### config.mk
export PLATFORM = sky130hd
export DESIGN_NAME = funct_generator_shadow_regbank
export DESIGN_NICKNAME = d
export VERILOG_FILES = /design/src/rtl/gen_fifo_defines_pkg.sv /design/src/rtl/funct_generator_regbank_ch.sv /design/src/rtl/funct_generator_shadow_regbank.sv
export SDC_FILE = /design/constraint.sdc
export NUM_CORES = 1
export LEC_CHECK = 0
export CORE_ASPECT_RATIO = 0.75
export CORE_MARGIN = 3
export CORE_UTILIZATION = 30
export DETAILED_ROUTE_END_ITERATION = 16
export GPL_TIMING_DRIVEN = 0
export SLEW_MARGIN = 5
export SYNTH_ARGS = -nofsm -noshare
export SYNTH_HDL_FRONTEND = slang
export SYNTH_HIERARCHICAL = 1
export SYNTH_SLANG_ARGS = --single-unit
### constraint.sdc
create_clock -name clk -period 4 [get_ports clk]
set_clock_uncertainty 0.1 [all_clocks]
set_input_delay 0.8 -clock clk [delete_from_list [all_inputs] [get_ports clk]]
set_output_delay 0.8 -clock clk [all_outputs]
set_load 0.02 [all_outputs]
### src/rtl/gen_fifo_defines_pkg.sv
// Shared generator defaults and the commit FSM state type for the shadow register bank.
package gen_fifo_defines_pkg;

    localparam int GEN_DATA_WIDTH = 8;
    localparam logic [GEN_DATA_WIDTH-1:0] GEN_RESET_VALUE = '0;
    localparam int GEN_NUM_CH = 4;

    typedef enum logic [1:0] {
        IDLE   = 2'd0,
        ARMED  = 2'd1,
        COMMIT = 2'd2
    } regbank_state_e;

endpackage

### src/rtl/funct_generator_regbank_ch.sv
// One channel of the shadow bank: a stage word, the active word the datapath sees, and a pending flag.
module funct_generator_regbank_ch
    import gen_fifo_defines_pkg::*;
#(
    parameter int                    DATA_WIDTH  = GEN_DATA_WIDTH,
    parameter logic [DATA_WIDTH-1:0] RESET_VALUE = '0
)(
    input  logic                  clk,
    input  logic                  rst_n,
    input  logic                  clr,
    input  logic                  ld_stage,
    input  logic                  ld_active,
    input  logic [DATA_WIDTH-1:0] wr_data,
    output logic [DATA_WIDTH-1:0] active,
    output logic                  pending
);

    logic [DATA_WIDTH-1:0] stage_q, stage_d;
    logic [DATA_WIDTH-1:0] active_q, active_d;
    logic                  pending_q, pending_d;

    always_comb begin
        stage_d   = stage_q;
        active_d  = active_q;
        pending_d = pending_q;
        if (clr) begin
            stage_d   = RESET_VALUE;
            active_d  = RESET_VALUE;
            pending_d = 1'b0;
        end else begin
            // Only channels that were actually staged move to the active word.
            if (ld_active && pending_q) begin
                active_d  = stage_q;
                pending_d = 1'b0;
            end
            if (ld_stage) begin
                stage_d   = wr_data;
                pending_d = 1'b1;
            end
        end
    end

    always_ff @(posedge clk or negedge rst_n) begin
        if (!rst_n) begin
            stage_q   <= RESET_VALUE;
            active_q  <= RESET_VALUE;
            pending_q <= 1'b0;
        end else begin
            stage_q   <= stage_d;
            active_q  <= active_d;
            pending_q <= pending_d;
        end
    end

    assign active  = active_q;
    assign pending = pending_q;

endmodule

### src/rtl/funct_generator_shadow_regbank.sv
// Multi-channel double-buffered generator control bank; a commit FSM moves all staged words to q at once.
module funct_generator_shadow_regbank
    import gen_fifo_defines_pkg::*;
#(
    parameter int                    DATA_WIDTH  = GEN_DATA_WIDTH,
    parameter int                    NUM_CH      = GEN_NUM_CH,
    parameter logic [DATA_WIDTH-1:0] RESET_VALUE = DATA_WIDTH'(GEN_RESET_VALUE),
    localparam int                   CH_W        = (NUM_CH > 1) ? $clog2(NUM_CH) : 1
)(
    input  logic                         clk,
    input  logic                         rst_n,
    input  logic                         clrh,
    input  logic                         wr_en,
    input  logic [CH_W-1:0]              wr_ch,
    input  logic [DATA_WIDTH-1:0]        wr_data,
    output logic                         wr_ready,
    input  logic                         commit_req,
    input  logic                         sync_mode,
    input  logic                         boundary,
    output logic [NUM_CH*DATA_WIDTH-1:0] q,
    output logic [NUM_CH-1:0]            pending,
    output logic                         busy,
    output logic                         commit_done,
    output logic                         wr_err
);

    regbank_state_e state_q, state_d;
    logic req_q, req_d;
    logic mode_q, mode_d;
    logic bnd_q, bnd_d;
    logic commit_done_q, commit_done_d;
    logic wr_err_q, wr_err_d;

    logic              wr_ok;
    logic              ch_in_range;
    logic              ld_active;
    logic [NUM_CH-1:0] ld_stage;

    assign wr_ready    = (state_q != COMMIT);
    assign busy        = (state_q != IDLE);
    assign ch_in_range = (32'(wr_ch) < NUM_CH);
    assign wr_ok       = wr_en & wr_ready & ~clrh;
    assign ld_active   = (state_q == COMMIT) & ~clrh;

    // Requests and boundaries are captured one cycle before the FSM acts on them,
    // and only in the state where they mean something.
    always_comb begin
        state_d       = state_q;
        req_d         = commit_req & (state_q == IDLE);
        mode_d        = sync_mode;
        bnd_d         = boundary & (state_q == ARMED);
        commit_done_d = 1'b0;
        wr_err_d      = wr_ok & ~ch_in_range;
        case (state_q)
            IDLE:    if (req_q) state_d = mode_q ? ARMED : COMMIT;
            ARMED:   if (bnd_q) state_d = COMMIT;
            COMMIT: begin
                state_d       = IDLE;
                commit_done_d = 1'b1;
            end
            default: state_d = IDLE;
        endcase
        if (clrh) begin
            state_d       = IDLE;
            req_d         = 1'b0;
            bnd_d         = 1'b0;
            commit_done_d = 1'b0;
            wr_err_d      = 1'b0;
        end
    end

    always_ff @(posedge clk or negedge rst_n) begin
        if (!rst_n) begin
            state_q       <= IDLE;
            req_q         <= 1'b0;
            mode_q        <= 1'b0;
            bnd_q         <= 1'b0;
            commit_done_q <= 1'b0;
            wr_err_q      <= 1'b0;
        end else begin
            state_q       <= state_d;
            req_q         <= req_d;
            mode_q        <= mode_d;
            bnd_q         <= bnd_d;
            commit_done_q <= commit_done_d;
            wr_err_q      <= wr_err_d;
        end
    end

    assign commit_done = commit_done_q;
    assign wr_err      = wr_err_q;

    generate
        for (genvar gi = 0; gi < NUM_CH; gi++) begin : g_ch
            assign ld_stage[gi] = wr_ok & (wr_ch == CH_W'(gi));

            funct_generator_regbank_ch #(
                .DATA_WIDTH  (DATA_WIDTH),
                .RESET_VALUE (RESET_VALUE)
            ) u_ch (
                .clk       (clk),
                .rst_n     (rst_n),
                .clr       (clrh),
                .ld_stage  (ld_stage[gi]),
                .ld_active (ld_active),
                .wr_data   (wr_data),
                .active    (q[gi*DATA_WIDTH +: DATA_WIDTH]),
                .pending   (pending[gi])
            );
        end
    endgenerate

endmodule

==> metrics.csv <==
metric;value;unit
Multi-input gate area;1280;sq um
Detailed Place HPWL;5.36;mm
worst r2r src;state_q[1];
Place WS;1.00;ns
WL/cell;15.1;um
M3 GR Usage;0.0399;
post_cts resized;0;
outcome;completed;
peak supply drop;0.163;mV
sequential power share;0.444;
GRT overflow;0;
flops & latches, synth;74;
die height;98.2;um
top cells by area, synth;dfrtp_1 (54%), mux2i_1 (9.4%), a21bo_2 (7.1%), nand3_1 (4.7%), a21oi_1 (4.1%);
Hold WS;0.214;ns
ys async rst share;1.00;
layer with the highest usage;met2;
fraction of layout cells with a size suffix above 1;0.224;
worst skew pair latency;0.33;ns
Cell Pwr Density;386;nW/um^2
Inst Count DP;490;
TritonRoute pass-1 iters;4;
Final Cell Area;4470;sq um
largest area contributor in the netlist;dfrtp_1;
Post-CTS Setup Bufs;0;
Non-Filler Instances;506;
Ports;57;
Clock Sinks;74;
Vias;2353;
HP Class;in2async;
Arr. time, crit path;2.76;ns
reg-to-reg endpoint;g_ch[2].u_ch/active[1];
largest fanout on the critical path;10;
Post-synth EDFFs;0;
Worst path max stage delay;0.64;ns
Worst-Margin Slew;0.720;ns
Clk pin slew, worst setup/hold paths;0.06;ns
grt met1 use;0.177;
vias per cell;4.65;
Clock Power Share;0.491;
hold_buf cts;0;
worst path buffer plus inverter count;2;
die area;12700;sq um
Site Rows;33;
Pleak;1.88;nW
CTS Buf Count;9;
Critical Path RT;4.11;ns
Max Freq;0.378;GHz
first-pass GRT wire length;12.6;mm
final setup vio count;0;
Post-synth top cells;dfrtp_1 (74), nor2_1 (33), mux2i_1 (32), nand3_1 (32), a21oi_1 (28);
ANT nets after route;0;
Post-Syn Nets;311;
WL final;7.66;mm
Final nets;378;
Max H-tree Level;3;
Setup CP Type;in2reg;
final hold vios;0;
Sw Ratio;0.218;
Setup crit start kind;input pin;
Internal Power;1.35;mW
CP Cell Sequence;clkdlybuf4s50_1 > nand2b_1 > nor4b_1 > buf_2 > mux2i_1 > nor2_1;
final worst-path setup slack;1.35;ns
initial antenna violation count;0;
max cap viols;0;
combinational share of power;0.065;
period utilization;0.661;
sequential-to-total area share from yosys stat;0.545;
routability cong.;0.739;
setup tns final;0;ns
Yosys cell types;27;
RSZ-0062 raised after global routing;false;
count leader, synth;dfrtp_1;
placed inst area;4150;sq um
M2 GR Usage;0.190;
root buffer cell;clkbuf_16;
number of fillers in the final layout;1083;
clock period minus worst slack;2.65;ns
Clock Tree Buf Depth;2;
FF-to-FF path depth;7;
critical path endpoint category;flop;
overall routing resource usage;0.128;
Inserted Diodes;0;
Final Max Tran Viols;0;
synthesized instance count;294;
largest net degree at the start of global routing;63;
Sw Pwr;0.377;mW
end-of-flow core utilization;0.407;
Synth top area share;0.545;
drt initial violations;95;
CTS tree;yes;
Cell Area, Synth;3400;sq um
Area Growth Syn to Fin;31.5;%
slew margin rel.;0.518;
R2R setup slack;1.87;ns
Power, Total;1.73;mW
Mean Syn Cell Area;11.6;sq um
Core Region;11000;sq um
I/O Buffers;55;
starting density of the core;0.310;
die width;129;um
delay-heaviest family, CP;buffers and inverters;
# DRC;0;
Crit-path slowest cell;clkdlybuf4s50_1;
vias in the first global route;2447;
Yosys warnings;6;
Seq. cell area;1850;sq um
top_reg_cell synth;dfrtp_1;
worst register-to-register path: stages (launching register included):
cell and delay, ns:
dfrtp_1 0.46, nor2b_2 0.29, inv_2 0.06, nor2_1 0.55, buf_6 0.23, buf_8 0.13, nand3_1 0.08, a21oi_1 0.15
worst max-delay path by stage:
stage           from  cells past startpoint  slack [ns]                      end
6_report        clrh                      6        1.35  g_ch[1].u_ch/stage_q[0]
5_1_grt         clrh                      6        1.24  g_ch[2].u_ch/stage_q[2]
4_1_cts         clrh                      6        1.35  g_ch[1].u_ch/stage_q[0]
3_5_place_dp    clrh                      6        1.00  g_ch[1].u_ch/stage_q[0]
3_3_place_gp   rst_n                      1       -0.50   g_ch[2].u_ch/active[4]
2_1_floorplan   clrh                      5        2.08  g_ch[3].u_ch/stage_q[0]
layer usage:
| layer | vias up | share of wire |
|---|---|---|
| li1 | 1147 | - |
| met1 | 1146 | 0.49 |
| met2 | 52 | 0.45 |
| met3 | 8 | 0.055 |
| met4 | 0 | 0.010 |
| met5 | - | 0 |
final cells by class:
| cell class | count | area share |
|---|---|---|
| Multi-Input combinational cell | 186 | 0.287 |
| Sequential cell | 74 | 0.414 |
| Clock inverter | 7 | 0.0210 |
| Buffer | 29 | 0.0554 |
| Clock buffer | 9 | 0.0504 |
| Inverter | 5 | 0.00420 |
| Timing Repair Buffer | 56 | 0.129 |
| Tap cell | 140 | 0.0392 |
power by group through the flow:
stage	clock network, mW	logic (mW)	registers (mW)
finish	0.847	0.112	0.766
global route	0.911	0.124	0.766
CTS	0.873	0.114	0.766
detailed placement	0	0.114	0.779
global placement	0	0.109	0.779
floorplan	0	0.0525	0.779
registers in the layout (all words and copies together), names as in the netlist:
signal and flops:
g_ch.u_ch/active 32, g_ch.u_ch/stage_q 32, g_ch.u_ch/pending 4, state_q 2, bnd_q 1, commit_done 1
mode_q 1, req_q 1
cell usage in the layout, fill, tap and decap left out:
cell type,count
clkdlybuf4s50_1,54
buf_4,6
nor4bb_1,1
a21bo_2,24
a211oi_2,1
nor2b_2,1
or3b_1,1
bufinv_16,2
clkinv_2,2
nor2_1,33
a21bo_1,8
nor4b_1,3
a21oi_2,8
nand3_1,32
nand2_1,2
clkbuf_16,9
nand3b_1,1
dfrtp_1,74
conb_1,1
inv_2,1
mux2i_1,32
nor3_1,1
buf_6,8
buf_2,12
a211oi_1,1
buf_16,1
inv_1,4
nand2b_1,6
buf_8,4
clkinv_4,1
nor4_1,1
or2_1,1
clkinvlp_4,2
a21oi_1,28
logic make-up (layout without fill, tap and decap cells):
kind of cell,count (synthesis),in the layout,share of synthesized area
compound gates,70,70,0.162
buf+inv,34,106,0.0784
flops,74,74,0.545
mux,32,32,0.0942
other cells,1,1,0.00110
simple gates,83,83,0.120
Power figures use the tool's default switching activity.
